--- config.mk ---
export PLATFORM = sky130hd
export DESIGN_NAME = sample_capture_scheduler
export DESIGN_NICKNAME = d
export VERILOG_FILES = /design/src/rtl/sample_capture_scheduler.sv
export SDC_FILE = /design/constraint.sdc
export NUM_CORES = 1
export LEC_CHECK = 0
export CORE_ASPECT_RATIO = 0.7
export CORE_UTILIZATION = 47
export DETAILED_ROUTE_END_ITERATION = 12
export PLACE_DENSITY = 0.72
export SYNTH_ARGS = -nofsm -noshare
export SYNTH_HDL_FRONTEND = slang
export SYNTH_SLANG_ARGS = --single-unit
export TNS_END_PERCENT = 5
--- constraint.sdc ---
create_clock -name clk -period 6.4 [get_ports clk]
set_input_delay 0.96 -clock clk [delete_from_list [all_inputs] [get_ports clk]]
set_output_delay 0.96 -clock clk [all_outputs]
set_load 0.1 [all_outputs]
--- src/rtl/sample_capture_scheduler.sv ---
// sample_capture_scheduler
// Drives capture into a NUM_CHANNELS x SAMPLES_DEPTH x 8-bit shift-buffer bank.
// A programmable divider produces a sample tick. Each tick starts a fixed-length
// scan that visits every channel once and strobes a write for enabled channels.
// The bank has one access port. Capture writes always own it and host reads get
// the idle cycles. The block also tracks completed frames (fill) and dropped ticks
// (overrun).
// Optional build macro: SCHED_OVERRUN_CNT_EN adds an 8-bit saturating count of
// dropped ticks (overrun_cnt).
//
// Read handshake: the host raises rd_req with rd_ch and holds both until it sees
// rd_gnt. rd_gnt is a single-cycle pulse. In that cycle the bank port belongs to
// the reader, and rd_gnt_ch holds the channel that was captured. A cycle is granted
// only when no capture write is scheduled in it. While rd_req stays high, one idle
// cycle always separates consecutive grants.
module sample_capture_scheduler #(
  parameter int NUM_CHANNELS   = 14,
  parameter int SAMPLES_DEPTH  = 10,
  parameter int DIV_WIDTH      = 16,
  localparam int CH_W          = $clog2(NUM_CHANNELS),
  localparam int FILL_W        = $clog2(SAMPLES_DEPTH + 1)
) (
  input  logic                    clk,
  input  logic                    reset,
  input  logic                    en,
  input  logic [DIV_WIDTH-1:0]    period,
  input  logic [NUM_CHANNELS-1:0] ch_mask,
  input  logic                    clr,
  output logic                    wr_en,
  output logic [CH_W-1:0]         wr_ch,
  output logic                    frame_done,
  output logic [FILL_W-1:0]       fill,
  output logic                    buf_full,
  output logic                    overrun,
`ifdef SCHED_OVERRUN_CNT_EN
  output logic [7:0]              overrun_cnt,
`endif
  input  logic                    rd_req,
  input  logic [CH_W-1:0]         rd_ch,
  output logic                    rd_gnt,
  output logic [CH_W-1:0]         rd_gnt_ch,
  output logic [1:0]              fsm_state
);

  typedef enum logic [1:0] {
    ST_IDLE = 2'd0,
    ST_WAIT = 2'd1,
    ST_SCAN = 2'd2
  } state_t;

  // A scan lasts NUM_CHANNELS cycles. Allowing one more cycle keeps a tick from
  // ever landing inside a scan.
  localparam logic [DIV_WIDTH-1:0] MIN_PERIOD = DIV_WIDTH'(NUM_CHANNELS + 1);
  localparam logic [CH_W-1:0]      LAST_IDX   = CH_W'(NUM_CHANNELS - 1);
  localparam logic [FILL_W-1:0]    FULL_LEVEL = FILL_W'(SAMPLES_DEPTH);

  state_t                  state;
  logic [DIV_WIDTH-1:0]    divider;
  logic [CH_W-1:0]         idx;
  logic [NUM_CHANNELS-1:0] mask_q;
  logic                    end_q;

  logic [DIV_WIDTH-1:0]    eff_period;
  logic [DIV_WIDTH-1:0]    tick_count;
  logic                    tick;
  logic                    drop;
  logic                    wr_en_next;
  logic                    gnt_next;
  logic [FILL_W-1:0]       fill_next;

  assign fsm_state = state;

  // Next-cycle decisions: period clamp, tick detect, write/grant and fill update.
  always_comb begin
    eff_period = (period < MIN_PERIOD) ? MIN_PERIOD : period;
    tick_count = eff_period - DIV_WIDTH'(1);
    // If period is lowered while the divider is already past the new terminal
    // count, ">=" lets the divider recover on the next cycle. Without it the
    // divider would run all the way round.
    tick       = (divider >= tick_count);
    drop       = (state == ST_SCAN) && tick;
    wr_en_next = (state == ST_SCAN) && mask_q[idx];
    gnt_next   = rd_req && !rd_gnt && !wr_en_next;
    fill_next  = fill;
    if (clr) begin
      fill_next = '0;
    end else if (end_q && (fill != FULL_LEVEL)) begin
      fill_next = fill + FILL_W'(1);
    end
  end

  // Scheduler FSM, divider, scan index and all registered outputs.
  always_ff @(posedge clk) begin
    if (reset) begin
      state      <= ST_IDLE;
      divider    <= '0;
      idx        <= '0;
      mask_q     <= '0;
      end_q      <= 1'b0;
      wr_en      <= 1'b0;
      wr_ch      <= '0;
      frame_done <= 1'b0;
      fill       <= '0;
      buf_full   <= 1'b0;
      overrun    <= 1'b0;
      rd_gnt     <= 1'b0;
      rd_gnt_ch  <= '0;
    end else begin
      wr_en      <= wr_en_next;
      end_q      <= 1'b0;
      frame_done <= end_q;
      fill       <= fill_next;
      buf_full   <= (fill_next == FULL_LEVEL);
      rd_gnt     <= gnt_next;
      if (gnt_next) begin
        rd_gnt_ch <= rd_ch;
      end
      if (clr) begin
        overrun <= 1'b0;
      end else if (drop) begin
        overrun <= 1'b1;
      end

      case (state)
        ST_IDLE: begin
          divider <= '0;
          if (en) begin
            state <= ST_WAIT;
          end
        end
        ST_WAIT: begin
          if (!en) begin
            state   <= ST_IDLE;
            divider <= '0;
          end else if (tick) begin
            divider <= '0;
            mask_q  <= ch_mask;
            idx     <= '0;
            state   <= ST_SCAN;
          end else begin
            divider <= divider + DIV_WIDTH'(1);
          end
        end
        ST_SCAN: begin
          wr_ch <= idx;
          // The divider keeps running through the scan. A tick that lands here
          // is dropped and recorded as an overrun.
          if (tick) begin
            divider <= '0;
          end else begin
            divider <= divider + DIV_WIDTH'(1);
          end
          if (idx == LAST_IDX) begin
            end_q <= 1'b1;
            idx   <= '0;
            if (en) begin
              state <= ST_WAIT;
            end else begin
              state   <= ST_IDLE;
              divider <= '0;
            end
          end else begin
            idx <= idx + CH_W'(1);
          end
        end
        default: begin
          state   <= ST_IDLE;
          divider <= '0;
        end
      endcase
    end
  end

`ifdef SCHED_OVERRUN_CNT_EN
  // Saturating count of dropped ticks. It is cleared together with the sticky flag.
  always_ff @(posedge clk) begin
    if (reset || clr) begin
      overrun_cnt <= '0;
    end else if (drop && (overrun_cnt != 8'hFF)) begin
      overrun_cnt <= overrun_cnt + 8'd1;
    end
  end
`endif

endmodule

==> results of run 1 <==
-- metal layers --
metal	routed length (um)	global-route usage
met1	3370	0.284
met2	2450	0.298
met3	323	0.0484
met4	51	0.0478
met5	0	0
-- cell families after synthesis --
kind of cell             Yosys count  synth area share
flip-flops                        54             0.362
AO/OA/AOI/OAI                     35            0.0833
adder cells (fa/ha/maj)           26             0.109
buffers and inverters             23            0.0293
AND/OR/NAND/NOR                  142             0.231
XOR/XNOR                          29            0.0850
multiplexers                      26             0.100
-- sequential cells by signal (all words and copies together), names as in the netlist, 2 cells and up --
name and flops:
mask_q 14, fill 4, fsm_state 2, idx 4
wr_ch 4, divider 16, rd_gnt_ch 4
-- layout make-up --
class | instances | area (um^2) | area share
timing repair buffer | 59 | 586 | 0.158
clock buffer | 7 | 86.3 | 0.0232
clock inverter | 1 | 5.00 | 0.00135
multi-input combinational | 258 | 1830 | 0.492
tap | 75 | 93.8 | 0.0253
sequential | 54 | 1080 | 0.291
inverter | 10 | 37.5 | 0.0101
-- worst min path at each step --
| stage | slack, ns | to | startpoint | cells past startpoint |
|---|---|---|---|---|
| finish | 0.49 | frame_done | end_q | 1 |
| detailed placement | 0.48 | frame_done | end_q | 1 |
| global placement | 0.46 | wr_ch[3] | wr_ch[3] | 2 |
| global route | 0.53 | frame_done | end_q | 1 |
| CTS | 0.49 | frame_done | end_q | 1 |
| floorplan | 0.45 | divider[0] | divider[0] | 1 |
-- power groups by stage --
stage	clock network [uW]	logic (uW)	registers, uW
6_report	192	101	342
2_1_floorplan	0	35.1	373
5_1_grt	213	109	343
3_3_place_gp	0	99.9	350
3_5_place_dp	0	101	350
4_1_cts	198	102	342
-- cell usage after synthesis, types with 6 or more instances --
master / instances / area share
sky130_fd_sc_hd__clkbuf_1: 10 / 0.013
sky130_fd_sc_hd__dfxtp_1: 54 / 0.36
sky130_fd_sc_hd__mux2i_1: 21 / 0.070
sky130_fd_sc_hd__ha_1: 26 / 0.11
sky130_fd_sc_hd__nor2_1: 54 / 0.068
sky130_fd_sc_hd__xor2_1: 16 / 0.047
sky130_fd_sc_hd__and3_1: 10 / 0.021
sky130_fd_sc_hd__inv_1: 10 / 0.013
sky130_fd_sc_hd__nand2_1: 24 / 0.030
sky130_fd_sc_hd__nand2b_1: 6 / 0.013
sky130_fd_sc_hd__o21ai_0: 8 / 0.013
sky130_fd_sc_hd__xnor2_1: 13 / 0.038
sky130_fd_sc_hd__a21oi_1: 12 / 0.020
sky130_fd_sc_hd__nand3_1: 10 / 0.017
sky130_fd_sc_hd__nor3_1: 16 / 0.027
-- worst max-delay path, cell delays in order --
cell and delay, ns:
sky130_fd_sc_hd__clkdlybuf4s50_1 0.45, sky130_fd_sc_hd__or4_4 0.56, sky130_fd_sc_hd__or4_4 0.48, sky130_fd_sc_hd__nor4_1 0.44, sky130_fd_sc_hd__nor2_1 0.14, sky130_fd_sc_hd__ha_1 0.24
sky130_fd_sc_hd__nand2b_1 0.17, sky130_fd_sc_hd__nor3_1 0.11, sky130_fd_sc_hd__and3_1 0.19, sky130_fd_sc_hd__xnor2_1 0.12, sky130_fd_sc_hd__ha_1 0.26, sky130_fd_sc_hd__nand4_1 0.11
sky130_fd_sc_hd__nor3_1 0.07, sky130_fd_sc_hd__nor3_1 0.28, sky130_fd_sc_hd__nand3_1 0.20, sky130_fd_sc_hd__nand4bb_1 0.69, sky130_fd_sc_hd__nor2_1 0.26
-- stage by stage --
step / utilization / cells
3_5_place_dp: 0.611 / 456
5_1_grt: 0.627 / 464
2_1_floorplan: - / 335
3_3_place_gp: 0.611 / 456
4_1_cts: 0.627 / 464
6_report: 0.627 / 464
-- placed cells by master, fill, tap and decap left out, types with 3 or more instances in the layout --
cell type,Yosys,final
sky130_fd_sc_hd__a21oi_1,12,12
sky130_fd_sc_hd__and3_1,10,10
sky130_fd_sc_hd__clkbuf_8,0,6
sky130_fd_sc_hd__clkdlybuf4s50_1,0,57
sky130_fd_sc_hd__dfxtp_1,54,54
sky130_fd_sc_hd__ha_1,26,26
sky130_fd_sc_hd__inv_1,10,10
sky130_fd_sc_hd__mux2i_1,21,21
sky130_fd_sc_hd__mux4_2,3,3
sky130_fd_sc_hd__nand2_1,24,24
sky130_fd_sc_hd__nand2b_1,6,6
sky130_fd_sc_hd__nand3_1,10,10
sky130_fd_sc_hd__nand4_1,3,3
sky130_fd_sc_hd__nor2_1,54,54
sky130_fd_sc_hd__nor2b_1,3,3
sky130_fd_sc_hd__nor3_1,16,16
sky130_fd_sc_hd__nor4_1,3,3
sky130_fd_sc_hd__o21ai_0,8,8
sky130_fd_sc_hd__xnor2_1,13,13
sky130_fd_sc_hd__xor2_1,16,16
==> impl_summary.md, run 1 <==
STA
For the final routed database, the setup TNS stands at 0 ns. The final period demand of the worst path is approximately 5.5 ns. The worst clock skew is ~0.0064 ns. Timing would allow up to roughly 0.18 GHz. Setup repair after global routing left no endpoint under its margin.

For the pin with the worst max-slew slack, the measured transition is slightly above 1 ns. The max-slew violation count is 0. The count of endpoints failing setup in the final report is 0. The count of final hold-check violations is 0. The share of the clock period used by the worst path is 0.862. Headroom to the max-slew limit came out at 0.323. Hold timing on the final database bottoms out at a slack of between 0.4 and 0.5 ns. Setup slack on the critical path of the routed design comes to approximately 0.9 ns.

Setup path
The required time of the critical path is 6.62 ns. The startpoint of the lowest-slack register-to-register path is divider[0]. STA classifies the critical path endpoint as a flip-flop. The cell count of the worst reg-to-reg path is 8. The worst setup path is of the in -> reg kind.

The worst endpoint data arrival time is about 5.7 ns. The endpoint identified for the worst register-to-register timing path is divider[9]. The startpoint of the most critical setup path is period[10]. The most critical setup path has its endpoint at divider[9].

STA classifies the critical path startpoint as a primary input. In this run the worst path has a maximum fanout of 16. Setup slack on the worst reg-to-reg path comes out at between 3 and 4 ns.

Route
The number of vias after detailed routing is 2421. The number of iterations in the first detailed-routing pass is 5. Once detail routing completed, the nets flagged for antenna violations numbered 0. In the routed design, unresolved DRC markers number 0. The final wirelength is a little over 6 mm. Dividing the detail-routed wire length by the instance count gives roughly 13 um. The via density per instance is between 5 and 6. The first routing iteration left between 100 and 150 violations.

Global route
The number of antenna violations at the first check in global routing is 0. The overall fraction of global-route tracks in use is 0.197. The first-pass GRT wire length is roughly 11 mm. The number of global-route vias before repair is around 2200. Summed over all layers, the global routing overflow is 0. Entering global routing, the biggest net connects 43 pins.

Floorplanning
The die height is ~70 um. The starting utilization of the core area is 0.504. The top-level port count is 58. The number of placement rows is 23. The die covers ~6700 um^2.

The die outline width is just under 100 um. The standard cell core area is 5930 um^2.

Power
For this design the ratio of total power to cell area is ~170 nW/um^2. Summed over all nets, the switching power comes to between 150 and 200 uW. The share of total power dissipated in the clock network is 0.302.

The maximum resistive drop on vdd is slightly below 0.1 mV. Of the total power, the share spent switching nets is 0.258. The overall power consumption is approximately 630 uW. The share of total power dissipated in combinational logic is 0.160. The register share of total power is 0.539.

The leakage component of the power is approximately 0.0014 uW. The internal power of the cells totals between 400 and 500 uW.

Synthesis
The average instance area after synthesis is a little under 9 um^2. Of the synthesized area, sequential elements account for 0.362. In the synthesized netlist, the number of instances is around 340.

The number of nets in the synthesized netlist is 400. The synthesized design contains 0 enable-type register cells. The summed instance area of the synthesized netlist is 2990 um^2.

The most frequently used flop master after synthesis is sky130_fd_sc_hd__dfxtp_1. The post-synthesis register bit count is 54. After synthesis, the share of flip-flops with an asynchronous set or reset is 0.

The count of different cell masters after synthesis is 46. The synthesis warning total is 0.

CTS
The tree is rooted in a sky130_fd_sc_hd__clkbuf_8. CTS saw 54 sinks. The number of buffers on the longest clock path is 2. The TritonCTS clock tree is built.

Buffers added to address setup during post-CTS repair amount to 0. The CTS H-tree depth is 2. The number of buffers created by CTS is 5. The number of cells upsized or downsized after cts is 0.

The number of buffers added to fix hold violations after cts is 0. The clock slew at the register clock pins of the worst setup and hold paths is roughly 0.090 ns. The insertion delay to the later sink of the worst-skew pair is approximately 0.30 ns.

Placement
The number of buffers inserted by port buffering is between 50 and 60. Before CTS, the worst setup slack after placement is 0.544 ns. After detailed placement, the total cell area comes to roughly 3600 um^2. The congestion estimate from routability-driven global placement came to 0.818.

The final HPWL from detailed placement is between 4 and 5 mm.

Layout
After routing the design area is around 3700 um^2. The post-synthesis to final-layout area growth is 24.3%. The net count of the finished layout is approximately 450. After filler insertion, the fill cell instance count of the layout stands at 517. The number of antenna cells inserted is 0. The share of post-route cells with drive strength above 1 is 0.0617.

Min path
The min-delay analysis places its worst path in the category reg -> reg.

Run
The max capacitance violation total is 0.

Run status
The flow ran to the end, and the final reports show no timing, DRC or antenna violations.
(Power assumes the default switching activity.)
==> run 2, diff against run 1 <==
PLACE_DENSITY = 0.77   (was 0.72)
==> impl_summary.md, run 2 (synthesis gave the netlist of run 1 again) <==
Run status
Outcome: complete, no violations (unchanged).

Placement
The final RePlAce weighted congestion is 0.799 (was 0.818). The final HPWL from detailed placement is 4.67 mm (was 4.79 mm). The number of buffers inserted by port buffering is 57 (unchanged).

Route
The number of iterations in the first detailed-routing pass was 4 (was 5). The number of DRC markers after the initial detailed-route iteration is 105 (was 103). The number of vias after detailed routing is 2450 (was 2421). The met2 wire length was 2.60 mm (was 2.45 mm). The average wire length per cell after detail routing came to 13.4 um (was 13.3 um). The highest layer used for signal routing was met4 (unchanged). The final wirelength is 6.20 mm (was 6.19 mm). The wire length the detailed router placed on met1 is 3.31 mm (was 3.37 mm). The via density per instance is 5.28 (was 5.22).

The number of remaining DRC errors came to 0 (unchanged). The post-detailed-route count of antenna-violating nets was 0 (unchanged). The detailed-routed wire length on met3 is 255 um (was 323 um).

STA
The share of the clock period used by the worst path came to 0.886 (was 0.862). The count of final hold-check violations came to 0 (unchanged). Unrepaired setup endpoints after global routing: no (unchanged). The normalized max-slew margin came to 0.344 (was 0.323). The measured slew at the worst slew-check pin is 0.981 ns (was 1.01 ns). The max-slew violation count is 0 (unchanged). The worst clock skew is 0.00609 ns (was 0.00637 ns). The achievable frequency was 0.176 GHz (was 0.181 GHz). The setup TNS is 0 ns (unchanged). The final period demand of the worst path is 5.67 ns (was 5.52 ns). The count of endpoints failing setup in the final report is 0 (unchanged). The worst slack on hold paths was 0.487 ns (was 0.492 ns).

CTS
The number of cells upsized or downsized after cts is 0 (unchanged). The count of clock tree sinks is 54 (unchanged). The post-CTS setup repair buffer count is 0 (unchanged). The insertion delay to the later sink of the worst-skew pair is 0.30 ns (about the same). The number of buffers on the longest clock path was 2 (unchanged).

The root cell of the clock tree is sky130_fd_sc_hd__clkbuf_8 (unchanged). The number of buffers created by CTS is 5 (unchanged). The TritonCTS clock tree is built (unchanged).

The CTS H-tree depth is 2 (unchanged). The number of buffers added to fix hold violations after cts is 0 (unchanged). The clock slew at the register clock pins of the worst setup and hold paths is 0.10 ns (was 0.09 ns).

Power
The clock network fraction of design power is 0.340 (was 0.302). The power density over the cells was 180 nW/um^2 (was 171 nW/um^2). The net switching power is 171 uW (was 164 uW). The fraction of power spent switching nets is 0.255 (was 0.258). The maximum resistive drop on vdd is 0.153 mV (was 0.0968 mV). The register share of total power is 0.509 (was 0.539). The leakage component of the power is 0.00139 uW (about the same). The internal power of the cells is 500 uW (was 471 uW). The combinational fraction of design power is 0.150 (was 0.160).

Layout
The combined area of the multi-input logic cells is 1830 um^2 (unchanged). The share of post-route cells with drive strength above 1 is 0.0617 (unchanged). Commonest cells after routing, fill and taps aside: sky130_fd_sc_hd__clkdlybuf4s50_1, sky130_fd_sc_hd__nor2_1, sky130_fd_sc_hd__dfxtp_1 (unchanged).

The most flop-heavy register was divider (unchanged). The flip-flop count of the largest register after layout was 16 (unchanged). The number of antenna cells inserted came to 0 (unchanged). The register area is 1080 um^2 (unchanged). The post-synthesis to final-layout area growth is 24.9% (was 24.3%). The leading cell type in the layout, fill and taps excluded is sky130_fd_sc_hd__clkdlybuf4s50_1 (unchanged).

Top flop regs: divider (16), mask_q (14) (unchanged). The count of filler cells inserted in the layout is 509 (was 517). The net count of the finished layout is 453 (unchanged).

Floorplanning
The die area was 6690 um^2 (unchanged). The die height was 68.7 um (unchanged). The starting utilization of the core area was 0.504 (unchanged). The standard cell core area was 5930 um^2 (unchanged). The die outline width is 97.3 um (unchanged). The top-level port count was 58 (unchanged). The number of placement rows is 23 (unchanged).

Setup path
The end point of the critical path is divider[2] (was divider[9]). The peak fanout along the critical path is 16 (unchanged). The startpoint of the most critical setup path is period[10] (unchanged). The cell count of the worst reg-to-reg path is 8 (unchanged).

The kind of capture point of the worst setup path is a flip-flop (unchanged). The critical setup path kind is in -> reg (unchanged). The worst endpoint data arrival time came to 5.90 ns (was 5.74 ns). The most numerous cell on the critical path is sky130_fd_sc_hd__nor3_1 (unchanged). The required time of the critical path is 6.63 ns (was 6.62 ns). The kind of start point of the critical path is a primary input (unchanged). The startpoint of the lowest-slack register-to-register path is divider[0] (unchanged). Critical path cell sequence: clkdlybuf4s50_1 > or4_4 > or4_4 > nor4_1 > nor2_1 > ha_1 > nand2b_1 > nor3_1 > and3_1 > xnor2_1 > ha_1 > nand4_1 > nor3_1 > nor3_1 > nand3_1 > nand4bb_1 > nor2_1 (unchanged).

The cell with the largest stage delay on the worst path is sky130_fd_sc_hd__nand4bb_1 (unchanged). The biggest cell delay along the critical path is 0.68 ns (was 0.69 ns). The worst reg2reg path endpoint was divider[2] (was divider[9]). The register-to-register path setup slack came to 3.66 ns (was 3.62 ns).

Global route
The number of antenna violations at the first check in global routing is 0 (unchanged). The pin count of the biggest net entering global routing is 43 (unchanged). The first-pass GRT wire length is 10.4 mm (was 10.5 mm). The number of global-route vias before repair is 2226 (was 2219). The aggregate global routing overflow came to 0 (unchanged). The overall fraction of global-route tracks in use is 0.194 (was 0.197).

Run
The max capacitance violation total is 0 (unchanged).

Min path
The type of the worst min-delay path was reg -> reg (unchanged). The number of cells on the worst hold path was 2 (was 1).
## run 2: changes by cell type in the layout (fill, tap and decap cells not counted), sizes merged
| cell | previous run | this run |
|---|---|---|
| bufinv | 0 | 1 |
| clkinvlp | 0 | 1 |
| clkinv | 1 | 0 |
| clkbuf | 7 | 6 |
## run 2: layout make-up
cell class                 instances  share of cell area
tap                               75              0.0251
timing repair buffer              59               0.157
inverter                          10              0.0101
sequential                        54               0.289
clock buffer                       6              0.0194
multi-input combinational        258               0.489
clock inverter                     2              0.0101
## run 2: through the flow
| stage | instances | worst slack, ns | power, uW | area [um^2] | utilization |
|---|---|---|---|---|---|
| floorplan | 335 | 1.55 | 408 | 2990 | - |
| global placement | 456 | 0.714 | 450 | 3620 | 0.611 |
| detailed placement | 456 | 0.468 | 450 | 3620 | 0.611 |
| CTS | 464 | 0.789 | 677 | 3730 | 0.630 |
| global route | 464 | 0.337 | 697 | 3730 | 0.630 |
| finish | 464 | 0.727 | 672 | 3730 | 0.630 |
## run 2: critical path, delay by kind of cell
family	cells	cell delay [ns]
and+or+nand+nor	13	3.85
buffers and inverters	1	0.45
xor gates and xnor gates	1	0.13
adders and majority gates	2	0.51
## run 2: worst min-delay path by stage
| stage | end | slack [ns] | from |
|---|---|---|---|
| finish | wr_ch[3] | 0.49 | wr_ch[3] |
| global route | wr_ch[0] | 0.50 | wr_ch[0] |
| CTS | wr_ch[0] | 0.49 | wr_ch[0] |
| detailed placement | wr_ch[0] | 0.47 | wr_ch[0] |
| global placement | wr_ch[3] | 0.46 | wr_ch[3] |
| floorplan | divider[0] | 0.45 | divider[0] |
## run 2: layer usage
metal  up-vias  track usage
li1       1269            -
met1      1126        0.277
met2        51        0.312
met3         4       0.0353
met4         0       0.0331
met5         -            0
## run 2: power by group through the flow
stage               sequential (uW)  combinational [uW]  clock [uW]
finish                          342                 101         228
detailed placement              350                 100           0
CTS                             342                 102         234
floorplan                       373                35.1           0
global placement                350                 100           0
global route                    343                 109         245
==> run 3, diff against run 2 <==
CORE_UTILIZATION = 42   (was 47)
PLACE_DENSITY = 0.71   (was 0.77)
==> impl_summary.md, run 3 (synthesis gave the netlist of run 1 again) <==
Power
The fraction of power spent switching nets came to 0.251 (was 0.255). The maximum resistive drop on vdd is 0.122 mV (was 0.153 mV). The clock network fraction of design power is 0.336 (was 0.340). The combinational fraction of design power came to 0.152 (was 0.150). The internal power of the cells is 500 uW (about the same). The power density over the cells is 178 nW/um^2 (was 180 nW/um^2). The register share of total power came to 0.512 (was 0.509). The leakage component of the power is 0.00139 uW (unchanged). The net switching power is 168 uW (was 171 uW).

Placement
The post-placement setup slack is 0.556 ns (was 0.468 ns). The number of buffers inserted by port buffering came to 57 (unchanged). The final RePlAce weighted congestion is 0.806 (was 0.799). The final HPWL from detailed placement is 4.72 mm (was 4.67 mm).

Setup path
The kind of capture point of the worst setup path is a flip-flop (unchanged). The worst endpoint data arrival time came to 5.77 ns (was 5.90 ns). The cell with the largest stage delay on the worst path is sky130_fd_sc_hd__nand4bb_1 (unchanged). The most numerous cell on the critical path is sky130_fd_sc_hd__nor3_1 (unchanged). The cell family contributing the most delay on the critical path is simple AND/OR/NAND/NOR gates (unchanged). The critical setup path kind is in -> reg (unchanged). The required time of the critical path is 6.62 ns (was 6.63 ns). The biggest cell delay along the critical path is 0.68 ns (about the same). The startpoint of the most critical setup path was period[10] (unchanged). The startpoint of the lowest-slack register-to-register path is divider[0] (unchanged). The number of buffer and inverter stages on the critical path is 1 (unchanged). Critical path cell sequence: clkdlybuf4s50_1 > or4_4 > or4_4 > nor4_1 > nor2_1 > ha_1 > nand2b_1 > nor3_1 > and3_1 > xnor2_1 > ha_1 > nand4_1 > nor3_1 > nor3_1 > nand3_1 > nand4bb_1 > nor2_1 (unchanged). The kind of start point of the critical path is a primary input (unchanged). The peak fanout along the critical path is 16 (unchanged).

Layout
The count of filler cells inserted in the layout is 652 (was 509). The most flop-heavy register is divider (unchanged). The post-synthesis to final-layout area growth was 25.7% (was 24.9%). Top flop regs: divider (16), mask_q (14) (unchanged). The net count of the finished layout came to 453 (unchanged). The register area is 1080 um^2 (unchanged). The flip-flop count of the largest register after layout is 16 (unchanged). The leading cell type in the layout, fill and taps excluded was sky130_fd_sc_hd__clkdlybuf4s50_1 (unchanged). Commonest cells after routing, fill and taps aside: sky130_fd_sc_hd__clkdlybuf4s50_1, sky130_fd_sc_hd__nor2_1, sky130_fd_sc_hd__dfxtp_1 (unchanged). The number of antenna cells inserted is 0 (unchanged). The combined area of the multi-input logic cells is 1830 um^2 (unchanged).

The share of post-route cells with drive strength above 1 is 0.0617 (unchanged).

Global route
The number of global-route vias before repair is 2148 (was 2226). The pin count of the biggest net entering global routing is 43 (unchanged). The aggregate global routing overflow is 0 (unchanged).

The number of antenna violations at the first check in global routing is 0 (unchanged). The first-pass GRT wire length came to 10.1 mm (was 10.4 mm). The overall fraction of global-route tracks in use is 0.172 (was 0.194).

Floorplanning
The number of placement rows is 25 (was 23). The top-level port count is 58 (unchanged). The starting utilization of the core area is 0.438 (was 0.504). The standard cell core area is 6820 um^2 (was 5930 um^2). The die area came to 7460 um^2 (was 6690 um^2). The die outline width is 103 um (was 97.3 um). The die height is 72.6 um (was 68.7 um).

Run
The max capacitance violation total came to 0 (unchanged).

CTS
The number of cells upsized or downsized after cts is 0 (unchanged). The post-CTS setup repair buffer count is 0 (unchanged). The CTS H-tree depth came to 2 (unchanged).

The count of clock tree sinks is 54 (unchanged). The number of buffers on the longest clock path came to 2 (unchanged). The root cell of the clock tree is sky130_fd_sc_hd__clkbuf_8 (unchanged). The number of buffers added to fix hold violations after cts is 0 (unchanged). The insertion delay to the later sink of the worst-skew pair is 0.30 ns (about the same). The clock slew at the register clock pins of the worst setup and hold paths is 0.10 ns (about the same).

The TritonCTS clock tree is built (unchanged). The number of buffers created by CTS is 5 (unchanged).

STA
The worst clock skew is 0.00834 ns (was 0.00609 ns). The measured slew at the worst slew-check pin is 0.978 ns (was 0.981 ns). The final period demand of the worst path is 5.55 ns (was 5.67 ns). The max-slew violation count is 0 (unchanged). The share of the clock period used by the worst path is 0.867 (was 0.886). The post-route worst setup slack is 0.849 ns (was 0.727 ns). The count of endpoints failing setup in the final report came to 0 (unchanged). The count of final hold-check violations is 0 (unchanged). Unrepaired setup endpoints after global routing: no (unchanged). The normalized max-slew margin is 0.346 (was 0.344).

The setup TNS came to 0 ns (unchanged). The achievable frequency is 0.180 GHz (was 0.176 GHz).

Route
The highest layer used for signal routing is met4 (unchanged). The post-detailed-route count of antenna-violating nets is 0 (unchanged). The number of iterations in the first detailed-routing pass was 5 (was 4).

The number of DRC markers after the initial detailed-route iteration is 142 (was 105). The number of vias after detailed routing is 2442 (was 2450). The met2 wire length is 2.60 mm (about the same). The average wire length per cell after detail routing is 12.8 um (was 13.4 um).

The detailed-routed wire length on met3 is 220 um (was 255 um). The via density per instance is 5.06 (was 5.28). The number of remaining DRC errors came to 0 (unchanged). The wire length the detailed router placed on met1 came to 3.31 mm (about the same). The final wirelength is 6.17 mm (was 6.20 mm).

Min path
The type of the worst min-delay path is reg -> reg (unchanged). The start point of the worst hold path is wr_ch[0] (was wr_ch[3]).

Run status
Outcome: complete, no violations (unchanged).
run 3: routing by layer:
| metal | track usage | up-vias |
|---|---|---|
| li1 | - | 1276 |
| met1 | 0.265 | 1130 |
| met2 | 0.241 | 34 |
| met3 | 0.0335 | 2 |
| met4 | 0.0454 | 0 |
| met5 | 0 | - |
run 3: layout make-up:
class / count / share of cell area
Multi-Input combinational cell: 258 / 0.486
Sequential cell: 54 / 0.288
Timing Repair Buffer: 59 / 0.156
Tap cell: 94 / 0.0313
Clock buffer: 6 / 0.0193
Clock inverter: 2 / 0.00999
Inverter: 10 / 0.00999
run 3: power by group through the flow:
stage                     Clock [uW]  Sequential [uW]  Combinational (uW)
after detailed placement           0              350                 101
after CTS                        233              342                 102
after floorplan                    0              373                35.1
final                            224              342                 101
after global routing             242              343                 109
after global placement             0              350                 100
run 3: path summary, 6_finish.rpt:
path                                    to  slack [ns]  cells past startpoint
worst min register to register    wr_ch[0]        0.48                      2
worst max register to register  divider[6]        3.48                      8
worst max-delay path            divider[6]        0.85                     17
worst min-delay path              wr_ch[0]        0.48                      2
run 3: tightest hold or removal path, cell delays in order, from the launching register on:
cell and delay (ns):
sky130_fd_sc_hd__dfxtp_1 0.32, sky130_fd_sc_hd__nand2b_1 0.06, sky130_fd_sc_hd__a21oi_1 0.06
run 3: through the flow:
step	power (uW)	cells	cell area, um^2	utilization	hold WS [ns]
floorplan	408	335	2990	-	0.449
global placement	450	475	3650	0.535	0.459
detailed placement	451	475	3650	0.535	0.472
CTS	677	483	3760	0.551	0.488
global route	695	483	3760	0.551	0.521
finish	668	483	3760	0.551	0.485
